===== src/rtl/sparc_ram_ctrl_if.sv =====
// Request/response bus between a master and the byte-serial RAM controller.
// The access-size field is named acc_type because "type" is a reserved word.
interface sparc_ram_ctrl_if #(
  parameter int ADDR_W = 9
);
  logic              MOV;       // memory operation valid
  logic              r_w;       // 1 = read, 0 = write
  logic [1:0]        acc_type;  // 00 byte, 01 halfword, 1x word
  logic [ADDR_W-1:0] Address;   // byte address of the most significant byte
  logic [31:0]       DataIn;    // write data, right-justified
  logic [31:0]       DataOut;   // read data, right-justified, zero-extended
  logic              MOC;       // memory operation complete
  logic              Err;       // misaligned access, valid while MOC = 1
  logic              Busy;      // transfer in progress

  modport master (
    output MOV, r_w, acc_type, Address, DataIn,
    input  DataOut, MOC, Err, Busy
  );

  modport slave (
    input  MOV, r_w, acc_type, Address, DataIn,
    output DataOut, MOC, Err, Busy
  );
endinterface


===== src/rtl/sparc_ram_ctrl.sv =====
// Byte-serial big-endian RAM controller: byte, halfword and word accesses
// are moved one byte per clock between an 8-bit wide store and a 32-bit bus.
module sparc_ram_ctrl #(
  parameter int ADDR_W = 9,
  parameter int DEPTH  = 512
) (
  input logic            Clk,
  input logic            Clr,
  sparc_ram_ctrl_if.slave bus
);

  typedef enum logic [1:0] {IDLE, XFER, DONE} state_t;

  state_t            state, state_nxt;
  logic [7:0]        mem [DEPTH];

  logic              rw_q;
  logic              first_q;
  logic              err_q;
  logic [1:0]        cnt_q;      // bytes still to move after the current one
  logic [31:0]       dout_q;
  logic [31:0]       data_q;     // write data, left-justified, shifted out MSB-first
  logic [ADDR_W-1:0] addr_q;
  logic [ADDR_W-1:0] addr_inc;

  logic              accept;
  logic              misalign;
  logic              last;
  logic              wr_en;
  logic [7:0]        rd_byte;
  logic              moc;
  logic              busy;

  function automatic logic is_misaligned(input logic [1:0] t, input logic [1:0] a_lo);
    return ((t == 2'b01) && a_lo[0]) || (t[1] && (a_lo != 2'b00));
  endfunction

  function automatic logic [1:0] bytes_m1(input logic [1:0] t);
    case (t)
      2'b00:   return 2'd0;
      2'b01:   return 2'd1;
      default: return 2'd3;
    endcase
  endfunction

  function automatic logic [31:0] left_justify(input logic [1:0] t, input logic [31:0] d);
    case (t)
      2'b00:   return {d[7:0], 24'h000000};
      2'b01:   return {d[15:0], 16'h0000};
      default: return d;
    endcase
  endfunction

  assign accept   = (state == IDLE) && bus.MOV;
  assign misalign = is_misaligned(bus.acc_type, bus.Address[1:0]);
  assign last     = (cnt_q == 2'd0);
  assign wr_en    = (state == XFER) && !rw_q;
  assign rd_byte  = mem[addr_q];
  assign addr_inc = (addr_q == ADDR_W'(DEPTH - 1)) ? '0 : addr_q + 1'b1;

  assign bus.DataOut = dout_q;
  assign bus.MOC     = moc;
  assign bus.Err     = err_q;
  assign bus.Busy    = busy;

  // State register; reset returns to IDLE at once
  always_ff @(posedge Clk or posedge Clr) begin
    if (Clr) state <= IDLE;
    else     state <= state_nxt;
  end

  // Next-state and status outputs
  always_comb begin
    state_nxt = state;
    moc       = 1'b0;
    busy      = 1'b0;
    case (state)
      IDLE: begin
        if (bus.MOV) state_nxt = misalign ? DONE : XFER;
      end
      XFER: begin
        busy = 1'b1;
        if (last) state_nxt = DONE;
      end
      DONE: begin
        busy = 1'b1;
        moc  = 1'b1;
        if (!bus.MOV) state_nxt = IDLE;
      end
      default: state_nxt = IDLE;
    endcase
  end

  // Request capture, byte counting, error flag and read-data assembly
  always_ff @(posedge Clk or posedge Clr) begin
    if (Clr) begin
      rw_q    <= 1'b0;
      first_q <= 1'b0;
      err_q   <= 1'b0;
      cnt_q   <= 2'd0;
      dout_q  <= 32'h0;
    end else begin
      case (state)
        IDLE: begin
          if (bus.MOV) begin
            rw_q    <= bus.r_w;
            first_q <= 1'b1;
            err_q   <= misalign;
            cnt_q   <= bytes_m1(bus.acc_type);
          end
        end
        XFER: begin
          cnt_q   <= cnt_q - 2'd1;
          first_q <= 1'b0;
          // first byte of a read also clears the stale upper bits
          if (rw_q) dout_q <= first_q ? {24'h000000, rd_byte} : {dout_q[23:0], rd_byte};
        end
        DONE: begin
          if (!bus.MOV) err_q <= 1'b0;
        end
        default: ;
      endcase
    end
  end

  // Address walk and write-data shifter; pure datapath, not reset
  always_ff @(posedge Clk) begin
    if (accept) begin
      addr_q <= bus.Address;
      data_q <= left_justify(bus.acc_type, bus.DataIn);
    end else if (state == XFER) begin
      addr_q <= addr_inc;
      data_q <= {data_q[23:0], 8'h00};
    end
  end

  // Byte store; contents survive reset
  always_ff @(posedge Clk) begin
    if (wr_en) mem[addr_q] <= data_q[31:24];
  end

endmodule


===== src/flat_wrapper.sv =====
// flat-port wrapper written by rule: the top's interface ports become plain ports
module sparc_ram_ctrl_flat 
#(
  parameter int ADDR_W = 9,
  parameter int DEPTH  = 512
)
  (Clk, Clr, bus_MOV, bus_r_w, bus_acc_type, bus_Address, bus_DataIn, bus_DataOut, bus_MOC, bus_Err, bus_Busy);
  sparc_ram_ctrl_if #(.ADDR_W(ADDR_W)) bus_i ();
  input logic Clk;
  input logic Clr;
  input wire logic [$bits(bus_i.MOV)-1:0] bus_MOV;
  input wire logic [$bits(bus_i.r_w)-1:0] bus_r_w;
  input wire logic [$bits(bus_i.acc_type)-1:0] bus_acc_type;
  input wire logic [$bits(bus_i.Address)-1:0] bus_Address;
  input wire logic [$bits(bus_i.DataIn)-1:0] bus_DataIn;
  output wire logic [$bits(bus_i.DataOut)-1:0] bus_DataOut;
  output wire logic [$bits(bus_i.MOC)-1:0] bus_MOC;
  output wire logic [$bits(bus_i.Err)-1:0] bus_Err;
  output wire logic [$bits(bus_i.Busy)-1:0] bus_Busy;
  assign bus_i.MOV = bus_MOV;
  assign bus_i.r_w = bus_r_w;
  assign bus_i.acc_type = bus_acc_type;
  assign bus_i.Address = bus_Address;
  assign bus_i.DataIn = bus_DataIn;
  assign bus_DataOut = bus_i.DataOut;
  assign bus_MOC = bus_i.MOC;
  assign bus_Err = bus_i.Err;
  assign bus_Busy = bus_i.Busy;
  sparc_ram_ctrl #(.ADDR_W(ADDR_W), .DEPTH(DEPTH)) u_core (.Clk(Clk), .Clr(Clr), .bus(bus_i));
endmodule

===== config.mk =====
export PLATFORM = sky130hd
export DESIGN_NAME = sparc_ram_ctrl_flat
export DESIGN_NICKNAME = d
export VERILOG_FILES = /design/src/rtl/sparc_ram_ctrl_if.sv /design/src/rtl/sparc_ram_ctrl.sv /design/src/flat_wrapper.sv
export SDC_FILE = /design/constraint.sdc
export NUM_CORES = 2
export LEC_CHECK = 0
export BUFFER_PORTS_ARGS = -buffer_cell sky130_fd_sc_hd__buf_2
export CORE_UTILIZATION = 57
export CTS_CLUSTER_SIZE = 16
export DETAILED_ROUTE_END_ITERATION = 7
export GPL_ROUTABILITY_DRIVEN = 0
export PLACE_DENSITY = 0.76
export SLEW_MARGIN = 40
export SYNTH_ARGS = -nofsm -noshare
export SYNTH_HDL_FRONTEND = slang
export SYNTH_SLANG_ARGS = --single-unit

===== constraint.sdc =====
create_clock -name Clk -period 7 [get_ports Clk]
set_input_delay 0.7 -clock Clk [delete_from_list [all_inputs] [get_ports Clk]]
set_output_delay 0.7 -clock Clk [all_outputs]
set_load 0.02 [all_outputs]

## Yosys cells after proc, flatten, opt, wreduce, memory -nomap -nowiden

Memory sizes are Yosys's and may differ from the RTL's. A register that Yosys moved wholly into a read port is not among the register bits.
Cells that the tools add are included.

- Add/subtract/negate cells: 2
- $mul: 0
- Div/mod/pow operators: 0
- Magnitude comparators: 0
- Equal/unequal tests: 7
- Shifts and indexed selects: 0
- Multiplexer cells: 25
- Bitwise gates (word level): 0
- Reduce and logical (&&, ||, !) cells: 19

Operator list:

| operator | number |
|---|---|
| 32-bit 2-to-1 mux | 3 |
| 32-bit case mux with 2 select lines | 1 |
| 9-bit 2-to-1 mux | 4 |
| 2-bit 2-to-1 mux | 5 |
| 9-bit by 1-bit adder with 9-bit output, second input constant | 1 |
| 9-bit == test, second input constant | 1 |
| 2-bit case mux with 2 select lines | 2 |
| 2-bit nonzero test | 4 |
| 1-bit 2-to-1 mux | 7 |
| 2-bit logical NOT | 3 |
| 2-bit case mux with 3 select lines | 1 |
| 2-bit AND reduction | 3 |
| 3-bit AND reduction | 2 |
| 2-bit by 1-bit == test with 1-bit output, second input constant | 2 |
| 1-bit logical AND | 4 |
| 2-bit inequality test, second input constant | 2 |
| 1-bit case mux with 2 select lines | 2 |
| 2-bit == test, second input constant | 1 |
| 2-bit by 1-bit inequality test with 1-bit output, second input constant | 1 |
| 2-bit OR reduction | 1 |
| 2-bit by 1-bit subtractor with 2-bit output, second input constant | 1 |
| 1-bit logical NOT | 1 |
| 1-bit logical OR | 1 |

- Flip-flop bits (word level): 80
- Bits in latches: 0
- RAM bits: 4096
- ROM bits: 0
- Bits of input ports: 47
- Output and inout port bits: 35
- Logic and storage cells: 62
- Memories kept: 1

Memories:

| name | words | bits a word | read ports | clocked after Yosys merged registers in | write ports | RTL line | RTL |
|---|---|---|---|---|---|---|---|
| u_core.mem | 512 | 8 | 1 | 1 | 1 | sparc_ram_ctrl.sv:15 | `logic [7:0] mem [DEPTH];` |

## Depth between registers and ports, before layout

- Word-level depth: 6
- Gate-level depth with buffers: 14
- Mapped depth without buffers: 8

## Worst setup path before layout

No wires, ideal clock.

- Kind: reg2reg
- From: reg u_core.data_q[24]
- To: mem u_core.mem[0][0], data pin
- Setup time: 1.435 ns
- Arrival time: 6.158 ns
- Required time: 5.565 ns
- Path slack: -0.593 ns
- Stages on the path, launching flop included: 1
- Path buffers: 0
- Clock period less this slack: 7.593 ns
- Path through: edfxtp_1

RTL lines:

| element | RTL line | RTL |
|---|---|---|
| start, declared | sparc_ram_ctrl.sv:22 | `logic [31:0] data_q;` |
| start signal, assigned | sparc_ram_ctrl.sv:130 | `data_q <= left_justify(bus.acc_type, bus.DataIn);` |
| start signal, assigned | sparc_ram_ctrl.sv:133 | `data_q <= {data_q[23:0], 8'h00};` |
| end, declared | sparc_ram_ctrl.sv:15 |  |

Straight into the memory's write port.

==> impl_metrics.env <==
export IMPL_finalSetupTns_ns=0
export IMPL_ant_nets=0
export IMPL_detail_route_iter0_violations=13800
export IMPL_synth_warning_count=0
export IMPL_finalSetupViolCount=0
export IMPL_detailedPlace_worstSlack_ns=1.85
export IMPL_skew_ns=0.0593
export IMPL_syn_avg_cell_area_um2=21.0
export IMPL_post_synth_top_area_fraction_pct=76.2
export IMPL_ws_path_type="reg2reg"
export IMPL_worstPathCellList="buf_12 -> buf_4 -> buf_12 -> mux4_2 -> o22ai_1 -> nor3_2 -> nor4_1 -> nor2_1 -> o211ai_1 -> o311ai_0"
export IMPL_worstMarginPinSlew_ns=0.988
export IMPL_cts_sink_count=4185
export IMPL_synth_area_leaders="sky130_fd_sc_hd__edfxtp_1, sky130_fd_sc_hd__mux4_2, sky130_fd_sc_hd__mux2i_1"
export IMPL_synth_yosys_seq_area_share_pct=76.9
export IMPL_switchingPower_uw=26300
export IMPL_critical_path_endpoint_type="flip-flop"
export IMPL_hold_class="in2reg"
export IMPL_pin_count_of_the_biggest_net_entering_global_routing=194
export IMPL_internal_power_uw=51500
export IMPL_postLayoutCellArea_mm2=0.181
export IMPL_port_buffers=81
export IMPL_synthesis_nets=7812
export IMPL_route_detailed_wl_per_inst_um=36.4
export IMPL_clk_root_buffer_cell="sky130_fd_sc_hd__clkbuf_16"
export IMPL_pwr_share_clk_pct=27.7
export IMPL_critPathArrivalTime_ns=5.90
export IMPL_drt_pass1_iterations=8
export IMPL_starting_utilization_of_the_core_area_pct=57.2
export IMPL_filler_cell_count=18000
export IMPL_grt_overflow_total=0
export IMPL_max_clock_freq_mhz=195
export IMPL_synthCells=7756
export IMPL_cp_required_ns=7.76
export IMPL_grt_setup_unrepaired="no"
export IMPL_drv_cap=0
export IMPL_areaGrowthSynthToFinish_pct=11.2
export IMPL_max_stage_delay_ns=0.72
export IMPL_comb_power_share_pct=31.5
export IMPL_clk_pin_slew_ns=0.06
export IMPL_post_route_cells_drive_above_1_share_pct=25.6
export IMPL_cts_inserted_buffers=403
export IMPL_power_ir_vdd_worst_v=0.000370
export IMPL_seqPwrFrac_pct=40.7
export IMPL_cp_start_kind="flip-flop"
export IMPL_dr_total_vias=84900
export IMPL_fin_crit_ns=5.13
export IMPL_timing_max_slew_rel_slack_pct=33.7
export IMPL_failed_checks="design-rule violations"
export IMPL_insertion_delay_ns=0.96
export IMPL_remaining_drc_errors=1
export IMPL_global_route_wire_length_before_repair_um=619000
export IMPL_synth_enable_flop_cells=4137
export IMPL_cellLeakagePower_uw=0.0563
export IMPL_via_count_of_the_first_global_routing_pass=83400
export IMPL_sw_frac_of_total_pct=33.8
export IMPL_finish_net_count=8005
export IMPL_period_utilization_pct=73.3
export IMPL_drt_total_wl_um=439000
export IMPL_result_of_the_run="finished, violations left"
export IMPL_dpl_hpwl_um=255000
export IMPL_critical_path_top_cell_by_count="sky130_fd_sc_hd__buf_12"
export IMPL_netlist_top_cell_by_area="sky130_fd_sc_hd__edfxtp_1"
export IMPL_postSynth_asyncResetShare_pct=0.932
export IMPL_path_max_fanout=82
export IMPL_worst_slack_ns=1.87
export IMPL_grt_usage_pct=30.5
export IMPL_area_of_the_die_mm2=0.288
export IMPL_ys_ff_latch=4185
export IMPL_placeableCoreArea_mm2=0.285
export IMPL_hold_viol=0
export IMPL_post_synth_num_cell_types=80
export IMPL_ioPinCount=82
export IMPL_htree_num_levels=5
export IMPL_detailed_place_area_mm2=0.168
export IMPL_grt_antenna_before_repair=24
export IMPL_power_density_mw_per_mm2=428
export IMPL_critical_path_slowest_cell="sky130_fd_sc_hd__nor4_1"
export IMPL_synth_ff_type="sky130_fd_sc_hd__edfxtp_1"
export IMPL_std_cell_rows=196
export IMPL_max_clock_path_buffers=4
export IMPL_min_from="bus_DataIn[8]"
export IMPL_avgViaCountPerCell=7.05
export IMPL_postCtsSetupRepairBufs=0
export IMPL_cts_tree="done"
export IMPL_die_width_um=537
export IMPL_report_final_slew_viol_count=0
export IMPL_die_height_um=537
export IMPL_synth_area_mm2=0.163
cells by family after synthesis:
family	synth area share [%]
compound gates	2.33
xor+xnor	0.0322
fa+ha+maj	0.0690
buf+inv	1.71
flops	76.9
mux	15.9
simple gates	3.14
sequential cells by signal (all words and copies together), names as in the netlist, named ones only:
signal,cells
u_core.rw_q,1
u_core.data_q,32
u_core.first_q,1
u_core.cnt_q,2
u_core.state,2
u_core.bus.DataOut,32
u_core.addr_q,9
u_core.bus.Err,1
u_core.mem,4096
path summary, 6_finish.rpt:
path | to | slack, ns | cells past startpoint
worst max-delay path | u_core.bus.DataOut[3]$_DFFE_PP0P_ | 1.87 | 10
min in group asynchronous | u_core.bus.Err$_DFFE_PP0P_ | 0.30 | 3
max in group asynchronous | u_core.bus.DataOut[3]$_DFFE_PP0P_ | 5.75 | 4
worst max register to register | u_core.bus.DataOut[3]$_DFFE_PP0P_ | 1.87 | 10
worst min register to register | u_core.cnt_q[0]$_DFFE_PP0P_ | 0.47 | 1
worst min-delay path | u_core.data_q[8]$_DFFE_PN_ | 0.07 | 3
power groups by stage:
stage                     clock [uW]  sequential, uW  combinational [uW]
after detailed placement           0           32200               23700
after CTS                      21600           31600               23900
final                          21600           31700               24500
after global placement             0           32200               22900
after global routing           22500           31700               25100
after floorplan                    0           34900               13200
synth_stat cells, types with 9 or more instances:
master and n:
sky130_fd_sc_hd__edfxtp_1 4137, sky130_fd_sc_hd__mux4_2 1030, sky130_fd_sc_hd__nor2_1 630, sky130_fd_sc_hd__nand2_1 313, sky130_fd_sc_hd__mux2i_1 247, sky130_fd_sc_hd__clkbuf_1 220, sky130_fd_sc_hd__buf_2 110, sky130_fd_sc_hd__a22oi_1 90
sky130_fd_sc_hd__nand3_1 90, sky130_fd_sc_hd__a21oi_1 88, sky130_fd_sc_hd__o21ai_0 73, sky130_fd_sc_hd__o22ai_1 71, sky130_fd_sc_hd__buf_6 60, sky130_fd_sc_hd__buf_4 57, sky130_fd_sc_hd__o221ai_1 41, sky130_fd_sc_hd__dfrtp_1 39
sky130_fd_sc_hd__nand2b_1 38, sky130_fd_sc_hd__buf_1 30, sky130_fd_sc_hd__a31oi_1 29, sky130_fd_sc_hd__nor3_1 26, sky130_fd_sc_hd__a211oi_1 25, sky130_fd_sc_hd__and2_1 23, sky130_fd_sc_hd__a221oi_1 20, sky130_fd_sc_hd__and3_1 20
sky130_fd_sc_hd__a2111oi_0 19, sky130_fd_sc_hd__mux2_2 17, sky130_fd_sc_hd__nand4_1 16, sky130_fd_sc_hd__nor2b_1 16, sky130_fd_sc_hd__inv_1 13, sky130_fd_sc_hd__nor4_1 11, sky130_fd_sc_hd__dfxtp_1 9, sky130_fd_sc_hd__ha_1 9
sky130_fd_sc_hd__o211ai_1 9
worst max-delay path, delay by kind of cell (launching register included):
kind	cells	cell delay, ns
mux	1	0.65
buf+inv	3	1.33
flops	1	0.58
simple gates	3	1.08
compound gates	3	1.26
area by class of cell:
| class | count | area [um^2] | area share (%) |
|---|---|---|---|
| Sequential cell | 4185 | 125000 | 69.1 |
| Multi-Input combinational cell | 3069 | 35700 | 19.7 |
| Clock buffer | 482 | 10400 | 5.75 |
| Tap cell | 3762 | 4710 | 2.59 |
| Timing Repair Buffer | 273 | 2560 | 1.41 |
| Clock inverter | 240 | 2500 | 1.38 |
| Inverter | 17 | 81.3 | 0.0448 |
| Antenna cell | 11 | 27.5 | 0.0152 |
placed cells by master, fill, tap and decap left out, types with 16 or more instances in the layout:
cell type / count
sky130_fd_sc_hd__a211oi_1: 25
sky130_fd_sc_hd__a21oi_1: 88
sky130_fd_sc_hd__a221oi_1: 20
sky130_fd_sc_hd__a22oi_1: 90
sky130_fd_sc_hd__a31oi_1: 28
sky130_fd_sc_hd__and2_1: 22
sky130_fd_sc_hd__and3_1: 20
sky130_fd_sc_hd__buf_12: 44
sky130_fd_sc_hd__buf_2: 84
sky130_fd_sc_hd__buf_4: 122
sky130_fd_sc_hd__bufinv_16: 39
sky130_fd_sc_hd__clkbuf_1: 74
sky130_fd_sc_hd__clkbuf_16: 403
sky130_fd_sc_hd__clkinv_1: 81
sky130_fd_sc_hd__clkinv_2: 85
sky130_fd_sc_hd__dfrtp_1: 38
sky130_fd_sc_hd__edfxtp_1: 4137
sky130_fd_sc_hd__mux2_2: 17
sky130_fd_sc_hd__mux2i_1: 247
sky130_fd_sc_hd__mux4_2: 1030
sky130_fd_sc_hd__nand2_1: 301
sky130_fd_sc_hd__nand2b_1: 34
sky130_fd_sc_hd__nand3_1: 79
sky130_fd_sc_hd__nand4_1: 16
sky130_fd_sc_hd__nor2_1: 478
sky130_fd_sc_hd__nor2_2: 149
sky130_fd_sc_hd__nor3_1: 22
sky130_fd_sc_hd__o21ai_0: 64
sky130_fd_sc_hd__o221ai_1: 41
sky130_fd_sc_hd__o22ai_1: 71
metal layers:
metal  track usage (%)  part of all wire, %  routed length, um  vias to the layer above
met5                 0                0.046                203                        -
met3              8.64                   14              60300                     1226
met2              45.7                   46             203000                     7113
met1              41.3                   35             152000                    43900
met4              15.5                  5.5              24000                       26
li1                  -                    -                  -                    32600
through the flow:
step	hold slack [ns]	instances	util [%]	power [uW]
CTS	0.0260	12000	63.5	77100
global placement	0.452	11300	58.8	55200
finish	0.0708	12000	63.7	77700
floorplan	0.440	7756	-	48000
detailed placement	0.464	11300	58.9	55800
global route	0.0903	12000	63.7	79200
timing repair:
action | 4_1_cts | 5_1_grt
hold buffers | 2 | 0
resized for setup | 0 | 0
hold endpoints to repair | 8 | 0
(Power assumes the default switching activity.)
